$ cat src/rtl/counter_tap_led_sequencer.sv
// counter_tap_led_sequencer: picks one bit of the upstream free-running counter as a time base,
// turns its rising edge into a one-cycle tick, and advances an LED pattern on each tick.
// Patterns: rotate left, rotate right, bounce, binary count. wrap pulses once per period.
// Optional build macro LED_PWM_DIM_EN: gates the LED bank with a registered PWM enable
// derived from counter[3:0] < duty. Without it, duty is ignored.
module counter_tap_led_sequencer #(
    parameter int unsigned LED_W = 8,
    parameter int unsigned CNT_W = 27
) (
    input  logic             clk,
    input  logic             rst,
    input  logic [CNT_W-1:0] counter,
    input  logic [4:0]       tap_sel,
    input  logic             enable,
    input  logic [1:0]       mode,
    input  logic [3:0]       duty,
    output logic             tick,
    output logic             wrap,
    output logic [LED_W-1:0] leds
);

    localparam int unsigned IDX_W = $clog2(CNT_W);

    typedef enum logic {StIdle, StRun} seq_state_e;
    typedef enum logic {DirLeft, DirRight} dir_e;

    localparam logic [1:0] ModeRotL   = 2'd0;
    localparam logic [1:0] ModeRotR   = 2'd1;
    localparam logic [1:0] ModeBounce = 2'd2;
    localparam logic [1:0] ModeCount  = 2'd3;

    // ------------------------------------------------------------------
    // Time base: tap selection, edge detection, tick generation
    // ------------------------------------------------------------------
    logic [IDX_W-1:0] idx;
    logic [IDX_W-1:0] idx_q;
    logic             tap_bit;
    logic             tap_q;
    logic             tap_chg;
    logic             suppress_q;
    logic             tick_d;
    logic             tick_q;

    // Clamp the tap index to the top counter bit and detect a tap change.
    always_comb begin
        if (32'(tap_sel) > CNT_W - 1) begin
            idx = IDX_W'(CNT_W - 1);
        end else begin
            idx = IDX_W'(tap_sel);
        end
        tap_bit = counter[idx];
        tap_chg = (idx != idx_q);
    end

    // Rising edge of the tapped bit; a tap change masks the edge it would fake
    // (tap_q still holds the old bit) and the cycle after it.
    always_comb begin
        tick_d = tap_bit & ~tap_q & ~suppress_q & ~tap_chg;
    end

    // Tap history, suppress flag and registered tick.
    always_ff @(posedge clk) begin
        if (rst) begin
            idx_q      <= '0;
            tap_q      <= 1'b0;
            suppress_q <= 1'b1;
            tick_q     <= 1'b0;
        end else begin
            idx_q      <= idx;
            tap_q      <= tap_bit;
            suppress_q <= tap_chg;
            tick_q     <= tick_d;
        end
    end

    // ------------------------------------------------------------------
    // Pattern sequencer
    // ------------------------------------------------------------------
    seq_state_e       seq_st;
    logic [LED_W-1:0] pattern_q;
    logic [LED_W-1:0] pattern_d;
    dir_e             dir_q;
    dir_e             dir_d;
    logic [1:0]       mode_q;
    logic [1:0]       mode_d;
    logic             wrap_q;
    logic             wrap_d;

    function automatic logic is_onehot(input logic [LED_W-1:0] p);
        return (p != '0) && ((p & (p - LED_W'(1))) == '0);
    endfunction

    // RUN/IDLE follows enable with no added latency.
    always_comb begin
        seq_st = enable ? StRun : StIdle;
    end

    // Next pattern, direction, latched mode and wrap for the tick-closing edge.
    always_comb begin
        pattern_d = pattern_q;
        dir_d     = dir_q;
        mode_d    = mode_q;
        wrap_d    = 1'b0;
        if (seq_st == StRun && tick_q) begin
            if (mode != mode_q) begin
                // A new mode restarts from its start pattern rather than stepping.
                mode_d    = mode;
                pattern_d = (mode == ModeCount) ? '0 : LED_W'(1);
                dir_d     = DirLeft;
            end else begin
                unique case (mode_q)
                    ModeRotL: begin
                        pattern_d = {pattern_q[LED_W-2:0], pattern_q[LED_W-1]};
                        wrap_d    = pattern_q[LED_W-1];
                    end
                    ModeRotR: begin
                        pattern_d = {pattern_q[0], pattern_q[LED_W-1:1]};
                        wrap_d    = pattern_q[0];
                    end
                    ModeBounce: begin
                        if (!is_onehot(pattern_q)) begin
                            pattern_d = LED_W'(1);
                            dir_d     = DirLeft;
                        end else if (dir_q == DirLeft) begin
                            if (pattern_q[LED_W-1]) begin
                                dir_d     = DirRight;
                                pattern_d = pattern_q >> 1;
                            end else begin
                                pattern_d = pattern_q << 1;
                            end
                        end else begin
                            if (pattern_q[0]) begin
                                // Leaving bit 0 closes one bounce period.
                                dir_d     = DirLeft;
                                pattern_d = pattern_q << 1;
                                wrap_d    = 1'b1;
                            end else begin
                                pattern_d = pattern_q >> 1;
                            end
                        end
                    end
                    ModeCount: begin
                        pattern_d = pattern_q + LED_W'(1);
                        wrap_d    = &pattern_q;
                    end
                    default: begin
                        pattern_d = pattern_q;
                    end
                endcase
            end
        end
    end

    // Sequencer state registers.
    always_ff @(posedge clk) begin
        if (rst) begin
            pattern_q <= LED_W'(1);
            dir_q     <= DirLeft;
            mode_q    <= ModeRotL;
            wrap_q    <= 1'b0;
        end else begin
            pattern_q <= pattern_d;
            dir_q     <= dir_d;
            mode_q    <= mode_d;
            wrap_q    <= wrap_d;
        end
    end

    assign tick = tick_q;
    assign wrap = wrap_q;

`ifdef LED_PWM_DIM_EN
    logic pwm_q;

    // PWM enable from the low counter nibble; one cycle of latency on leds only.
    always_ff @(posedge clk) begin
        if (rst) begin
            pwm_q <= 1'b0;
        end else begin
            pwm_q <= (counter[3:0] < duty);
        end
    end

    assign leds = pattern_q & {LED_W{pwm_q}};
`else
    logic unused_duty;
    assign unused_duty = ^duty;
    assign leds        = pattern_q;
`endif

endmodule
$ cat config.mk
export PLATFORM = sky130hd
export DESIGN_NAME = counter_tap_led_sequencer
export DESIGN_NICKNAME = d
export VERILOG_FILES = /design/src/rtl/counter_tap_led_sequencer.sv
export SDC_FILE = /design/constraint.sdc
export NUM_CORES = 1
export LEC_CHECK = 0
export CAP_MARGIN = 25
export CORE_MARGIN = 3
export CORE_UTILIZATION = 40
export CTS_CLUSTER_SIZE = 16
export DETAILED_ROUTE_END_ITERATION = 7
export GPL_ROUTABILITY_DRIVEN = 0
export PLACE_DENSITY = 0.69
export SLEW_MARGIN = 40
export SYNTH_ARGS = -nofsm -noshare
export SYNTH_HDL_FRONTEND = slang
export SYNTH_SLANG_ARGS = --single-unit
$ cat constraint.sdc
create_clock -name clk -period 8.3 [get_ports clk]
set_input_delay 1.245 -clock clk [delete_from_list [all_inputs] [get_ports clk]]
set_output_delay 1.245 -clock clk [all_outputs]
set_load 0.05 [all_outputs]
==> run summary <==
run status = completed
DRC = 0
post-CTS setup repair buffer count = 0
routed vias = 1826
Via density = 5.760
Final Hold Vio Count = 0
Post-DP Area = 0.002138 mm2
startpoint class of the critical path = primary input
Synth-to-Final Area Change = 30.89%
first-pass GRT wire length = 7569 um
Synth Net Count = 280
CP Data Arrival Time = 3.43 ns
Max Fanout on Critical Path = 12
Die Wd = 70.99 um
TritonCTS clock tree = done
Async S/R FF share, synth = 0%
post-route design area = 0.002211 mm2
max-cap violations = 0
sequential fraction of the synthesis area = 23.70%
Starting DRT DRC Count = 224
Synth cell types = 48
TritonCTS Buffers = 3
Filler cells = 388
reg-to-reg setup timing slack = 5.36 ns
DIE AREA = 0.005039 mm2
Setup Skew = 0.006530 ns
# setup viols final = 0
per-instance average area after synthesis = 7.157 um2
clock sink count = 20
fin crit share = 39.71%
antenna cells = 0
setup_tns = 0 ns
Syn. warnings = 0
Clock Pin Slew Worst Setup and Hold Paths = 0.07 ns
critical path launch point = tap_sel[1]
min-delay worst type = reg2reg
worst skew pair latency = 0.26 ns
crit path capture = tap_q$_SDFF_PP0_
Port Buf Inserts = 46
Yosys reg bits = 20
cell area after synthesis = 0.001689 mm2
Mapped Cells = 236
ys flop type = dfxtp_1
GRT Util Overall = 18.04%
most frequent cells after synthesis = nand2_1, o21ai_0, dfxtp_1, a21oi_1, nor2_1
Initial DRT Pass Iterations = 4
I/O pins = 51
dpl hpwl = 3351 um
initial antenna violation count = 0
R2R depth = 8
reg2reg end = wrap$_SDFF_PP0_
synth top area cells = dfxtp_1, nand2_1, o21ai_0
fmax = 303.4 MHz
initial core utilization = 43.83%
min Tclk post-route = 3.296 ns
RSZ-0062 raised after global routing = no
Root Driver = clkbuf_8
core area = 0.003854 mm2
PostCTS Resize Cnt = 0
cts hold-fix bufs = 0
Peak VDD IR = 0.09295 mV
H-tree levels = 1
EDFF count, synth = 0
count leader, synth = nand2_1
# rows = 22
fin nets = 314
DIE HEIGHT = 70.99 um
largest net degree at the start of global routing = 22
Worst Path Required = 8.44 ns
Crit Reg-Reg Startpoint = leds[0]$_SDFFE_PP1P_
Synth top area share = 23.70%
GR Overflow Total = 0
Setup crit end kind = flip-flop
Synth area leader = dfxtp_1
Pwr per Cell Area = 107.0 mW/mm2
remaining antenna violation count = 0
Max Slew Vio Count = 0
CP Class = in2reg
Max Root-Sink Buffers = 2
routed wire length = 4541 um
leakage power = 0.7993 nW
Worst-Margin Slew = 0.8167 ns
routed len/inst = 14.32 um
vias in the first global route = 1622
share of layout cells above drive strength 1 = 5.204%
max_slew headroom = 45.13%
cell usage in the layout (no fill, tap or decap), types with 2 or more instances in the layout:
master,synthesis,final
a211oi_1,12,12
o22a_1,2,2
a211o_1,2,2
inv_1,5,5
nand2b_1,5,5
dfxtp_1,20,20
mux2_2,3,3
clkdlybuf4s50_1,0,45
o211ai_1,6,6
and3_1,3,3
mux2i_1,4,4
nand2_1,36,36
xor2_1,9,9
a22oi_1,2,2
nand3_1,4,4
a21oi_1,18,18
a31oi_1,3,2
nor3_1,4,4
clkbuf_8,0,3
nor2b_1,6,6
ha_1,3,3
nand4_1,2,2
a311oi_1,2,2
o21ai_0,25,25
xnor2_1,2,2
nor2_1,18,18
a221oi_1,2,2
report_power, final:
| part | switching, mW | internal, mW | total [mW] |
|---|---|---|---|
| sequential | 0.000707 | 0.0978 | 0.0985 |
| clock | 0.0339 | 0.0644 | 0.0982 |
| combinational | 0.0163 | 0.0236 | 0.0399 |
registers in the layout, summed over array words and instances, names as in the netlist:
name / cells
dir_q: 1
idx_q: 5
leds: 8
mode_q: 2
suppress_q: 1
tap_q: 1
tick: 1
wrap: 1
worst max-delay path, cell delays in order:
cell	delay [ns]
clkdlybuf4s50_1	0.62
o211ai_1	0.44
nand2_1	0.22
a211o_1	0.36
a211oi_1	0.25
o32ai_1	0.15
nor2b_1	0.15
worst min path at each step:
stage                                      from              end  depth (start not counted)
after floorplan                tap_q$_SDFF_PP0_  tick$_SDFF_PP0_                          1
after global placement    suppress_q$_SDFF_PP1_  tick$_SDFF_PP0_                          1
after detailed placement       tap_q$_SDFF_PP0_  tick$_SDFF_PP0_                          1
after CTS                 suppress_q$_SDFF_PP1_  tick$_SDFF_PP0_                          1
after global routing      suppress_q$_SDFF_PP1_  tick$_SDFF_PP0_                          1
final                     suppress_q$_SDFF_PP1_  tick$_SDFF_PP0_                          1
metrics by stage:
stage	hold slack, ns	std cells	setup WS (ns)	util [%]	power (mW)
3_5_place_dp	0.3840	313	4.745	55.49	0.1409
5_1_grt	0.4165	317	4.809	57.37	0.2473
4_1_cts	0.4016	317	5.015	57.34	0.2393
6_report	0.3968	317	5.004	57.37	0.2367
2_1_floorplan	0.3743	236	5.444	-	0.1198
3_3_place_gp	0.3886	313	4.707	55.49	0.1408
logic make-up after synthesis:
logic type	Yosys count	synth area share (%)
compound gates	86	33.78
xor+xnor	11	5.704
fa+ha+maj	3	2.222
buf+inv	23	5.556
flops	20	23.70
mux	7	4.370
simple gates	86	24.67
metal layers:
metal / up-vias / GRT usage [%] / share of wire [%]
li1: 934 / - / -
met1: 826 / 26.74 / 47
met2: 62 / 26.88 / 46
met3: 4 / 3.125 / 5.6
met4: 0 / 4.384 / 0.90
met5: - / 0 / 0
final cells by class:
| cell class | count | area, um2 | share of cell area (%) |
|---|---|---|---|
| inverters | 6 | 22.52 | 1.019 |
| clock buffers | 3 | 41.29 | 1.868 |
| multi-input cells | 193 | 1201 | 54.33 |
| well taps | 48 | 60.06 | 2.716 |
| clock inverters | 1 | 30.03 | 1.358 |
| flip-flops and latches | 20 | 400.4 | 18.11 |
| repair buffers | 46 | 455.4 | 20.60 |
(Power assumes the default switching activity.)
